--- src/rtl/quota_pkg.sv ---
// Shared types and helpers for the multi-channel quota stream generator.
// Quota width and rounding shift are derived from QUANT and BITSTREAM.
package quota_pkg;

  localparam int DEF_CH        = 4;
  localparam int DEF_QUANT     = 8;
  localparam int DEF_BITSTREAM = 64;

  typedef enum logic {IDLE, STREAM} state_e;
  typedef enum logic {THERMO, BITREV} mode_e;

  function automatic int lb_of(input int bitstream);
    return $clog2(bitstream);
  endfunction

  function automatic int sh_of(input int quant, input int bitstream);
    return quant - $clog2(bitstream);
  endfunction

  // Reverses the low 'width' bits of value; higher result bits stay zero.
  function automatic logic [31:0] bitrev(input logic [31:0] value, input int width);
    logic [31:0] r;
    r = '0;
    for (int i = 0; i < 32; i++) begin
      if (i < width) r[width-1-i] = value[i];
    end
    return r;
  endfunction

endpackage

--- src/rtl/quota_calc.sv ---
// Converts one signed sample to a rounded quota in 0..BITSTREAM.
// The offset-binary bias keeps full scale reachable without wrapping to zero.
module quota_calc
  import quota_pkg::*;
#(
  parameter int QUANT     = DEF_QUANT,
  parameter int BITSTREAM = DEF_BITSTREAM
) (
  input  logic [QUANT-1:0]           data_i,
  output logic [$clog2(BITSTREAM):0] quota_o
);

  localparam int SH = sh_of(QUANT, BITSTREAM);

  logic [QUANT:0] bias;

  // Flipping the sign bit adds 2^(QUANT-1) to a two's complement value.
  assign bias = {1'b0, data_i ^ (QUANT'(1) << (QUANT - 1))};

  if (SH > 0) begin : g_round
    logic [QUANT:0] rounded;
    assign rounded = bias + (QUANT + 1)'(1 << (SH - 1));
    assign quota_o = rounded[QUANT:SH];
  end else begin : g_exact
    assign quota_o = bias;
  end

endmodule

--- src/rtl/quota_stream_gen.sv ---
// Multi-channel quota stream generator: latches CH quotas and emits a BITSTREAM-beat
// stochastic bitstream per channel, in thermometer or bit-reversed order.
module quota_stream_gen
  import quota_pkg::*;
#(
  parameter int CH        = DEF_CH,
  parameter int QUANT     = DEF_QUANT,
  parameter int BITSTREAM = DEF_BITSTREAM
) (
  input  logic                                  clk,
  input  logic                                  rst_n,
  input  logic                                  in_valid,
  output logic                                  in_ready,
  input  logic [CH*QUANT-1:0]                   in_data,
  input  logic                                  in_mode,
  output logic                                  out_valid,
  input  logic                                  out_ready,
  output logic [CH-1:0]                         out_bits,
  output logic                                  out_last,
  output logic [CH*($clog2(BITSTREAM)+1)-1:0]   out_quota
);

  localparam int LB = lb_of(BITSTREAM);

  if (BITSTREAM < 2 || (BITSTREAM & (BITSTREAM - 1)) != 0) begin : g_bad_bitstream
    $error("quota_stream_gen: BITSTREAM must be a power of two >= 2");
  end
  if (QUANT < LB) begin : g_bad_quant
    $error("quota_stream_gen: QUANT must be >= clog2(BITSTREAM)");
  end

  state_e        state_q, state_d;
  mode_e         mode_q, mode_d;
  logic [LB-1:0] cnt_q, cnt_d;
  logic [LB:0]   quota_q [CH];
  logic [LB:0]   quota_d [CH];
  logic [LB:0]   calc_w  [CH];
  logic [LB:0]   idx;

  for (genvar c = 0; c < CH; c++) begin : g_calc
    quota_calc #(
      .QUANT    (QUANT),
      .BITSTREAM(BITSTREAM)
    ) u_quota_calc (
      .data_i (in_data[c*QUANT +: QUANT]),
      .quota_o(calc_w[c])
    );
  end

  always_ff @(posedge clk or negedge rst_n) begin
    if (!rst_n) begin
      state_q <= IDLE;
      mode_q  <= THERMO;
      cnt_q   <= '0;
      for (int c = 0; c < CH; c++) quota_q[c] <= '0;
    end else begin
      state_q <= state_d;
      mode_q  <= mode_d;
      cnt_q   <= cnt_d;
      for (int c = 0; c < CH; c++) quota_q[c] <= quota_d[c];
    end
  end

  // A final-beat handshake may coincide with accepting the next vector.
  always_comb begin
    state_d = state_q;
    mode_d  = mode_q;
    cnt_d   = cnt_q;
    for (int c = 0; c < CH; c++) quota_d[c] = quota_q[c];
    case (state_q)
      IDLE: begin
        if (in_valid && in_ready) begin
          state_d = STREAM;
          mode_d  = mode_e'(in_mode);
          cnt_d   = '0;
          for (int c = 0; c < CH; c++) quota_d[c] = calc_w[c];
        end
      end
      STREAM: begin
        if (out_valid && out_ready) begin
          cnt_d = cnt_q + LB'(1);
          if (out_last) begin
            if (in_valid && in_ready) begin
              mode_d = mode_e'(in_mode);
              for (int c = 0; c < CH; c++) quota_d[c] = calc_w[c];
            end else begin
              state_d = IDLE;
            end
          end
        end
      end
      default: state_d = IDLE;
    endcase
  end

  always_comb begin
    out_valid = (state_q == STREAM);
    out_last  = out_valid && (cnt_q == LB'(BITSTREAM - 1));
    in_ready  = (state_q == IDLE) || (out_valid && out_ready && out_last);
    if (mode_q == BITREV) idx = (LB + 1)'(bitrev(32'(cnt_q), LB));
    else                  idx = {1'b0, cnt_q};
    out_bits  = '0;
    out_quota = '0;
    for (int c = 0; c < CH; c++) begin
      out_bits[c]                    = out_valid && (idx < quota_q[c]);
      out_quota[c*(LB+1) +: (LB+1)]  = quota_q[c];
    end
  end

endmodule

--- config.mk ---
export PLATFORM = sky130hd
export DESIGN_NAME = quota_stream_gen
export DESIGN_NICKNAME = d
export VERILOG_FILES = /design/src/rtl/quota_pkg.sv /design/src/rtl/quota_calc.sv /design/src/rtl/quota_stream_gen.sv
export SDC_FILE = /design/constraint.sdc
export NUM_CORES = 1
export LEC_CHECK = 0
export CAP_MARGIN = 20
export CORE_MARGIN = 5
export CORE_UTILIZATION = 53
export CTS_BUF_LIST = sky130_fd_sc_hd__clkbuf_4
export CTS_CLUSTER_DIAMETER = 60
export DETAILED_ROUTE_END_ITERATION = 8
export PLACE_DENSITY = 0.85
export SKIP_CTS_REPAIR_TIMING = 1
export SLEW_MARGIN = 20
export SYNTH_ARGS = -nofsm -noshare
export SYNTH_HDL_FRONTEND = slang
export SYNTH_SLANG_ARGS = --single-unit
--- constraint.sdc ---
create_clock -name clk -period 3.5 [get_ports clk]
set_input_delay 0.525 -clock clk [delete_from_list [all_inputs] [get_ports clk]]
set_output_delay 0.525 -clock clk [all_outputs]
set_load 0.05 [all_outputs]
---- Word level (Yosys, flattened, before mapping) ----
Cells that the tools add are included.
storage, ports and cells
  register bits after elaboration ......... 36
  latch bits .............................. 0
  bits in writable memories ............... 0
  memory bits (read-only) ................. 0
  output and inout port bits .............. 35
  logic and storage cells ................. 52
  memories ................................ 0
cells by class
  add/sub/neg operators ................... 5
  multiply operators ...................... 0
  divide/modulo/power cells ............... 0
  order comparisons ....................... 4
  equal/unequal tests ..................... 4
  shift-type cells ........................ 0
  muxes and demuxes ....................... 16
  bitwise operators ....................... 5
  reduce and logical (&&, ||, !) cells .... 11
operators by type and width
  cell                                                    number
  two-way mux 28 bit                                      3
  one-hot mux 28 bit (2 select lines)                     1
  adder 8 x 2 -> 9 bit (second input constant)            4
  less-than comparator 7 bit                              4
  two-way mux 6 bit                                       3
  one-hot mux 6 bit (2 select lines)                      1
  logical AND 1 bit                                       8
  adder 6 x 1 -> 6 bit (second input constant)            1
  equality test 6 bit (second input constant)             1
  two-way mux 1 bit                                       6
  NOT 1 bit                                               5
  inequality test 2 bit (second input constant)           2
  one-hot mux 1 bit (2 select lines)                      2
  AND reduction 2 bit                                     2
  inequality test 2 x 1 -> 1 bit (second input constant)  1
  logical OR 1 bit                                        1

---- Depth between registers and ports, before layout ----
Gate-level depths: netlist of the first run.
  word-level depth ........................ 9
  mapped depth ............................ 7
  mapped depth without buffers ............ 6

---- Cells and area by module ----
A second synthesis of the first run with hierarchy kept.
second synthesis, totals
  cells, all modules ...................... 251
  area total of the unflattened synthesis .. 2,492.4 sq um
modules (own cells, without submodules)
  module            times used  cells an instance  area an instance (sq um)  seq. area each (sq um)
  quota_stream_gen  1           195                2,097.0                   900.9
  quota_calc        4           14                 98.8                      0.0

---- Worst setup path before layout of the first run ----
OpenSTA, ideal clock, no wires.
  path type ............................... reg-to-output
  start ................................... register state_q, in the netlist out_valid
  end ..................................... output out_last
  arrival ................................. 1.945 ns
  data required time ...................... 2.975 ns
  setup slack ............................. 1.030 ns
  stages on the path, launching flop included .. 5
  path through ............................ dfrtp_1 -> clkbuf_1 -> clkbuf_1 -> nand3_1 -> nor2_1
between the ends
  word-level cells in the longest chain between the ends .. 1
ends and longest elaborated chain
  what                      RTL line                RTL
  start: declaration        quota_stream_gen.sv:32  state_e state_q, state_d;
  start signal: assignment  quota_stream_gen.sv:57  state_q <= state_d;
  logical AND 1 bit         quota_stream_gen.sv:98  out_last = out_valid && (cnt_q == LB'(BITSTREAM - 1));
  end: declaration          quota_stream_gen.sv:19  output logic out_last,
Every way passes these cells.

---- Worst setup path in the final report of the first run ----
  start ................................... register mode_q
  end ..................................... output out_bits[0]
between the ends
  word-level cells in the longest chain between the ends .. 3
ends and longest elaborated chain
  what                        RTL line                 RTL
  start: declaration          quota_stream_gen.sv:33   mode_e mode_q, mode_d;
  start signal: assignment    quota_stream_gen.sv:58   mode_q <= mode_d;
  two-way mux 6 bit           quota_stream_gen.sv:100  if (mode_q == BITREV) idx = (LB + 1)'(bitrev(32'(cnt_q), LB));
  less-than comparator 7 bit  quota_stream_gen.sv:105  out_bits[c] = out_valid && (idx < quota_q[c]);
  logical AND 1 bit           quota_stream_gen.sv:105
  end: declaration            quota_stream_gen.sv:18   output logic [CH-1:0] out_bits,
Every way passes these cells.

==> out/qor.yml, run 1 <==
die-area_sq_um: 5995
cp-start-kind: "register"
ys_seq_area_frac: 0.3738
cts_sinks: 36
dp_slack_ps: 738.7
finalNetCount: 368
clk_latency_ps: 350
core_area_sq_um: 4384
holdCritPathClass: "in -> async"
finalWorstSetupSlack_ps: 427.8
status: "finished clean"
clk_pin_slew_worst_paths_ps: 110
finalCritPeriodShare: 0.8778
max_freq_mhz: 325.5
cts_root_buf: "clkbuf_4"
utilization: 0.7255
grt_pass1_wl_um: 9273
place_inst: 351
die_w_um: 77.43
syn_nets: 299
cts_max_level: 2
synthCells: 237
power.total_mw: 1.798
r2r_slack_ps: 1680
drt_iter0_markers: 35
cp_cell_sequence: "o21ai_0, ha_1, a21o_1, a21oi_1, o221a_2, buf_4"
cp-end-kind: "output port"
avgSynthCellArea_sq_um: 10.17
grt-ovfl-total: 0
arrival_ps: 2550
layout_common_cells: "62 x clkdlybuf4s50_1, 36 x dfrtp_1, 26 x inv_1"
cts_buffer_depth: 2
path_max_fanout: 9
worst-r2r-cell-count: 6
hold_viol_final: 0
die_h_um: 77.43
via_count: 1994
power_density_nw_per_um2: 565.2
hold_ws_ps: 252.2
wl_per_cell_um: 15.49
antenna_cells: 0
postLayoutCellArea_sq_um: 3181
drive_gt1_frac: 0.1075
netlist_area_sq_um: 2410
worst_pin_slew_ps: 798.9
cts_inserted_buffers: 5
wl_um: 5560
cts_tree: "done"
slew_viol_final: 0
track_usage: 0.1931
drc: 0
grt_pass1_vias: 2047
placed_cell_area_sq_um: 3100
min_period_ps: 3072
tns_ps: 0
routabilityCongestion: 0.8235
max-vdd-ir-drop_mv: 0.3217
via_per_inst: 5.554
grt_max_degree: 37
maxSlewHeadroom: 0.4674
yosys_warnings: 0
worstSetupPathType: "reg -> out"
firstDrtPassIters: 6
dp_hpwl_um: 4359
r2r-end: "out_quota[13]"
cp_slowest_cell: "o21ai_0"
ys_ff_latch: 36
critPathMaxStageDelay_ps: 550
antenna_found_initial: 0
grt_setup_unrepaired: "no"
crit_required_ps: 2970
port_buffers: 67
total_leakage_power_nw: 1.614
layout_commonest_cell: "clkdlybuf4s50_1"
final_cells: 359
area_delta_synth_final_pct: 31.98
setup_violations: 0
cap_violations: 0
reg2reg_from: "cnt_q[0]"
num_rows: 24
start_util: 0.5497
synth_cell_types: 29
ant_nets: 0
ios: 72
clock_skew_ps: 12.29
## worst max-delay path: cells and delay by family, from the launching register on
kind	cells	cell delay, ps
AO/OA/AOI/OAI	4	1110
flip-flops	1	500
adder cells (fa/ha/maj)	1	380
buffers and inverters	1	200
## worst max path at each step
stage | startpoint | endpoint | slack (ps) | cells past startpoint
6_report | mode_q | out_bits[0] | 430 | 6
2_1_floorplan | out_valid | out_last | 1030 | 4
5_1_grt | mode_q | out_bits[0] | 290 | 6
3_3_place_gp | out_ready | in_ready | 750 | 4
4_1_cts | mode_q | out_bits[0] | 420 | 6
3_5_place_dp | out_ready | in_ready | 740 | 4
## cell usage after synthesis
library cell	count	area (sq um)
nand2b_1	2	12.51
mux2i_1	21	210.2
nand4_1	2	12.51
a31oi_1	4	25.02
o22ai_1	2	12.51
inv_1	26	97.59
nand3_1	17	85.08
nand2_1	10	37.54
buf_6	2	22.52
nor3_1	2	10.01
o21ai_2	1	8.760
buf_2	3	15.01
ha_1	25	312.8
nor2_1	7	26.28
xnor2_1	11	96.34
o21ai_0	10	50.05
or2b_1	1	7.510
o221a_2	4	45.04
a21oi_1	6	30.03
a22o_1	1	8.760
nor3b_1	3	22.52
a21boi_0	1	7.510
nand4b_1	4	35.03
xor2_1	11	96.34
and3_1	6	37.54
dfrtp_1	36	900.9
a21o_1	4	30.03
clkbuf_1	2	7.510
mux2_2	13	146.4
## registers in the layout (all words and copies together) (netlist names)
register	cells
mode_q	1
out_valid	1
cnt_q	6
out_quota	28
## layout make-up
cell class              count  area, sq um
multi-input cells         168         1366
clock inverters             2        35.03
inverters                  26        97.59
flip-flops and latches     36        900.9
well taps                  52        65.06
repair buffers             69        670.6
clock buffers               6        45.04
fillers                   344         1204
## where the power goes
group          internal, mW  switching (mW)
combinational         0.368           0.567
clock                 0.157           0.143
sequential            0.489          0.0737
## routing by layer
metal	global-route usage	wire, um	vias to the layer above
li1	-	-	978
met1	0.2239	2275	960
met3	0.04398	245	11
met2	0.3443	2914	45
met4	0.07388	125	0
met5	0	0	-
## cell families after synthesis
group / after synthesis / synth area share
flip-flops: 36 / 0.3738
XOR/XNOR: 22 / 0.07996
AO/OA/AOI/OAI: 33 / 0.09034
adder cells (fa/ha/maj): 25 / 0.1298
buffers and inverters: 33 / 0.05919
AND/OR/NAND/NOR: 54 / 0.1189
multiplexers: 34 / 0.1480
Note: power is estimated with default switching activity, not from simulation.
==> inputs of run 2 (changes only) <==
PLACE_DENSITY = 0.89   (was 0.85)
==> out/qor.yml, run 2 (synthesis results as in run 1) <==
hold_viol_final: 0
core_area_sq_um: 4384
layout_commonest_cell: "clkdlybuf4s50_1"
max-vdd-ir-drop_mv: 0.3470
grt_pass1_vias: 2064
wl_per_cell_um: 15.62
use_met3: 0.04282
finalCritPeriodShare: 0.8836
total_leakage_power_nw: 1.598
slew_viol_final: 0
clock_skew_ps: 8.876
holdCritPathClass: "in -> async"
busiest_layer: "met2"
die-area_sq_um: 5995
power_density_nw_per_um2: 556.4
firstDrtPassIters: 4
via_per_inst: 5.570
routabilityCongestion: 0.7433
wl_um: 5591
grt_pass1_wl_um: 9301
worst_pin_slew_ps: 813.6
met1_usage: 0.2211
place_inst: 350
port_buffers: 67
max_freq_mhz: 323.4
clk_latency_ps: 340
critPathMaxStageDelay_ps: 520
layout_common_cells: "62 x clkdlybuf4s50_1, 36 x dfrtp_1, 26 x inv_1"
antenna_found_initial: 0
arrival_ps: 2570
drc: 0
critPathBufInv: 1
area_delta_synth_final_pct: 30.69
cap_violations: 0
cts_tree: "done"
cts_buffer_depth: 2
finalNetCount: 367
grt_setup_unrepaired: "no"
cp_slowest_cell: "dfrtp_1"
track_usage: 0.1903
status: "finished clean"
ant_nets: 0
cp-end-kind: "output port"
grt-ovfl-total: 0
num_rows: 24
die_w_um: 77.43
r2r_slack_ps: 1570
use_met2: 0.3333
antenna_cells: 0
r2r-end: "out_quota[20]"
p_sw_mw: 0.7993
die_h_um: 77.43
cp_cell_sequence: "mux2_2, ha_1, o21ai_0, a31oi_1, nor2_1, o221a_2, buf_4"
cts_inserted_buffers: 5
path_max_fanout: 9
seq_power_share: 0.321
cts_root_buf: "clkbuf_4"
reg2reg_from: "cnt_q[0]"
tns_ps: 0
power_frac_clock: 0.132
p_int_mw: 0.9531
via_count: 1994
dp_hpwl_um: 4230
drt_iter0_markers: 83
cts_sinks: 36
maxSlewHeadroom: 0.4576
ios: 72
min_period_ps: 3093
pwr-share-comb: 0.547
path_delay_family: "compound AO/OA/AOI/OAI gates"
grt_max_degree: 37
start_util: 0.5497
worst-r2r-cell-count: 6
cts_max_level: 2
clk_pin_slew_worst_paths_ps: 110
final_cells: 358
cp-start-kind: "register"
sw_frac_of_total: 0.4561
worstSetupPathType: "reg -> out"
crit_required_ps: 2970
drive_gt1_frac: 0.1013
setup_violations: 0
largest_register_ffs: 28
run 2: stage by stage:
step / utilization / power [mW] / setup slack, ps / area, sq um / hold WS (ps)
final: 0.7183 / 1.752 / 407.4 / 3149 / 260.6
after global routing: 0.7183 / 1.881 / 284.0 / 3149 / 322.8
after CTS: 0.7183 / 1.759 / 404.8 / 3149 / 287.1
after detailed placement: 0.7055 / 1.513 / 735.9 / 3093 / 524.0
after global placement: 0.7055 / 1.473 / 736.3 / 3093 / 532.9
after floorplan: - / 1.204 / 1030 / 2410 / 229.4
run 2: worst max path at each step:
stage	from	end	slack [ps]	cells past startpoint
floorplan	out_valid	out_last	1030	4
global placement	out_ready	in_ready	740	4
detailed placement	out_ready	in_ready	740	4
CTS	mode_q	out_bits[3]	400	7
global route	mode_q	out_bits[3]	280	6
finish	mode_q	out_bits[3]	410	7
run 2: power groups by stage:
stage | registers (mW) | clock network, mW | logic (mW)
after global placement | 0.568 | 0 | 0.905
after CTS | 0.563 | 0.236 | 0.960
final | 0.563 | 0.232 | 0.958
after floorplan | 0.691 | 0 | 0.513
after global routing | 0.575 | 0.257 | 1.05
after detailed placement | 0.572 | 0 | 0.941
run 2: per-layer routing:
layer,wire length (um),part of all wire
met5,0,0
met4,86,0.015
met3,320,0.057
met2,2894,0.52
met1,2290,0.41
run 2: cell type report:
type	instances	area [sq um]
flip-flops and latches	36	900.9
clock inverters	1	3.754
multi-input cells	168	1366
well taps	52	65.06
fillers	330	1235
clock buffers	7	52.55
inverters	26	97.59
repair buffers	68	663.1
==> inputs of run 3 (changes only) <==
RECOVER_POWER = 25   (was default)
==> out/qor.yml, run 3 (synthesis results as in run 1) <==
multi_input_area_sq_um: 1366
track_usage: 0.1903
path_max_fanout: 9
clk_latency_ps: 340
cp-end-kind: "output port"
cts_buffer_depth: 2
layout_commonest_cell: "clkdlybuf4s50_1"
arrival_ps: 2570
power.total_mw: 1.752
setup_violations: 0
cts_tree: "done"
core_area_sq_um: 4384
power_frac_clock: 0.132
seq_power_share: 0.321
power_density_nw_per_um2: 556.6
ant_nets: 0
worst_pin_slew_ps: 1953
dp_slack_ps: 735.9
largest_register_ffs: 28
nFillCells: 329
grt_pass1_wl_um: 9301
die_w_um: 77.43
drt_iter0_markers: 83
utilization: 0.7180
clock_skew_ps: 8.876
firstDrtPassIters: 4
hold_viol_final: 0
layout_common_cells: "62 x clkdlybuf4s50_1, 36 x dfrtp_1, 26 x inv_1"
grt_pass1_vias: 2064
die-area_sq_um: 5995
die_h_um: 77.43
clk_pin_slew_worst_paths_ps: 110
grt_setup_unrepaired: "no"
antenna_cells: 0
crit_required_ps: 2970
p_int_mw: 0.9529
cts_root_buf: "clkbuf_4"
slew_viol_final: 37
total_leakage_power_nw: 1.596
maxSlewHeadroom: -0.3019
via_count: 1994
holdCritPathClass: "reg -> reg"
status: "complete, but fails checks"
worstSetupPathType: "reg -> out"
cts_max_level: 2
antenna_found_initial: 0
grt_max_degree: 37
finalWorstSetupSlack_ps: 407.4
port_buffers: 67
min_period_ps: 3093
routabilityCongestion: 0.7433
via_per_inst: 5.570
violations: "capacitance limit, slew limit"
cap_violations: 1
cp-start-kind: "register"
pwr-share-comb: 0.546
tns_ps: 0
cts_inserted_buffers: 5
holdPathStages: 1
sw_frac_of_total: 0.4562
grt-ovfl-total: 0
max_freq_mhz: 323.4
worst-r2r-cell-count: 6
cts_sinks: 36
wl_per_cell_um: 15.62
max-vdd-ir-drop_mv: 0.3470
num_rows: 24
drc: 0
finalNetCount: 367
dp_hpwl_um: 4230
p_sw_mw: 0.7993
ios: 72
finalCritPeriodShare: 0.8836
start_util: 0.5497
wl_um: 5591
regArea_sq_um: 900.9
area_delta_synth_final_pct: 30.63
drive_gt1_frac: 0.09804
[run 3: changes by cell type in the layout (fill, tap and decap cells not counted)]
cell / delta
buf_2: -1
clkbuf_1: +1
[run 3: critical path, stage by stage, from the launching register on]
cell and delay [ps]:
dfrtp_1 520, mux2_2 460, ha_1 310, o21ai_0 120, a31oi_1 240, nor2_1 70, o221a_2 300, buf_4 190
[run 3: worst paths after layout]
path	startpoint	endpoint	slack (ps)
min in group asynchronous	rst_n	out_quota[8]	710
min reg2reg	out_quota[7]	out_quota[7]	550
max in group asynchronous	rst_n	out_quota[17]	1670
max	mode_q	out_bits[3]	410
min	out_quota[7]	out_quota[7]	550
max reg2reg	cnt_q[0]	out_quota[20]	1570
[run 3: per-layer routing]
metal,vias to the layer above,global-route usage,part of all wire
li1,977,-,-
met1,950,0.2211,0.41
met2,57,0.3333,0.52
met3,10,0.04282,0.057
met4,0,0.08419,0.015
met5,-,0,0
[run 3: stage by stage]
stage	std cells	cell area (sq um)	hold WS, ps
3_5_place_dp	350	3093	524.0
3_3_place_gp	350	3093	532.9
2_1_floorplan	237	2410	229.4
6_report	358	3148	552.6
4_1_cts	358	3149	287.1
5_1_grt	358	3148	585.5
[run 3: final cells by class]
cell class	instances	area share
repair buffers	68	0.2103
multi-input cells	168	0.4340
flip-flops and latches	36	0.2862
inverters	26	0.03100
clock buffers	7	0.01669
clock inverters	1	0.001192
well taps	52	0.02067
[run 3: power groups by stage]
stage	Combinational, mW	Sequential (mW)	Clock, mW
after floorplan	0.513	0.691	0
after global placement	0.905	0.568	0
after detailed placement	0.941	0.572	0
after CTS	0.960	0.563	0.236
after global routing	1.05	0.575	0.257
final	0.957	0.563	0.232
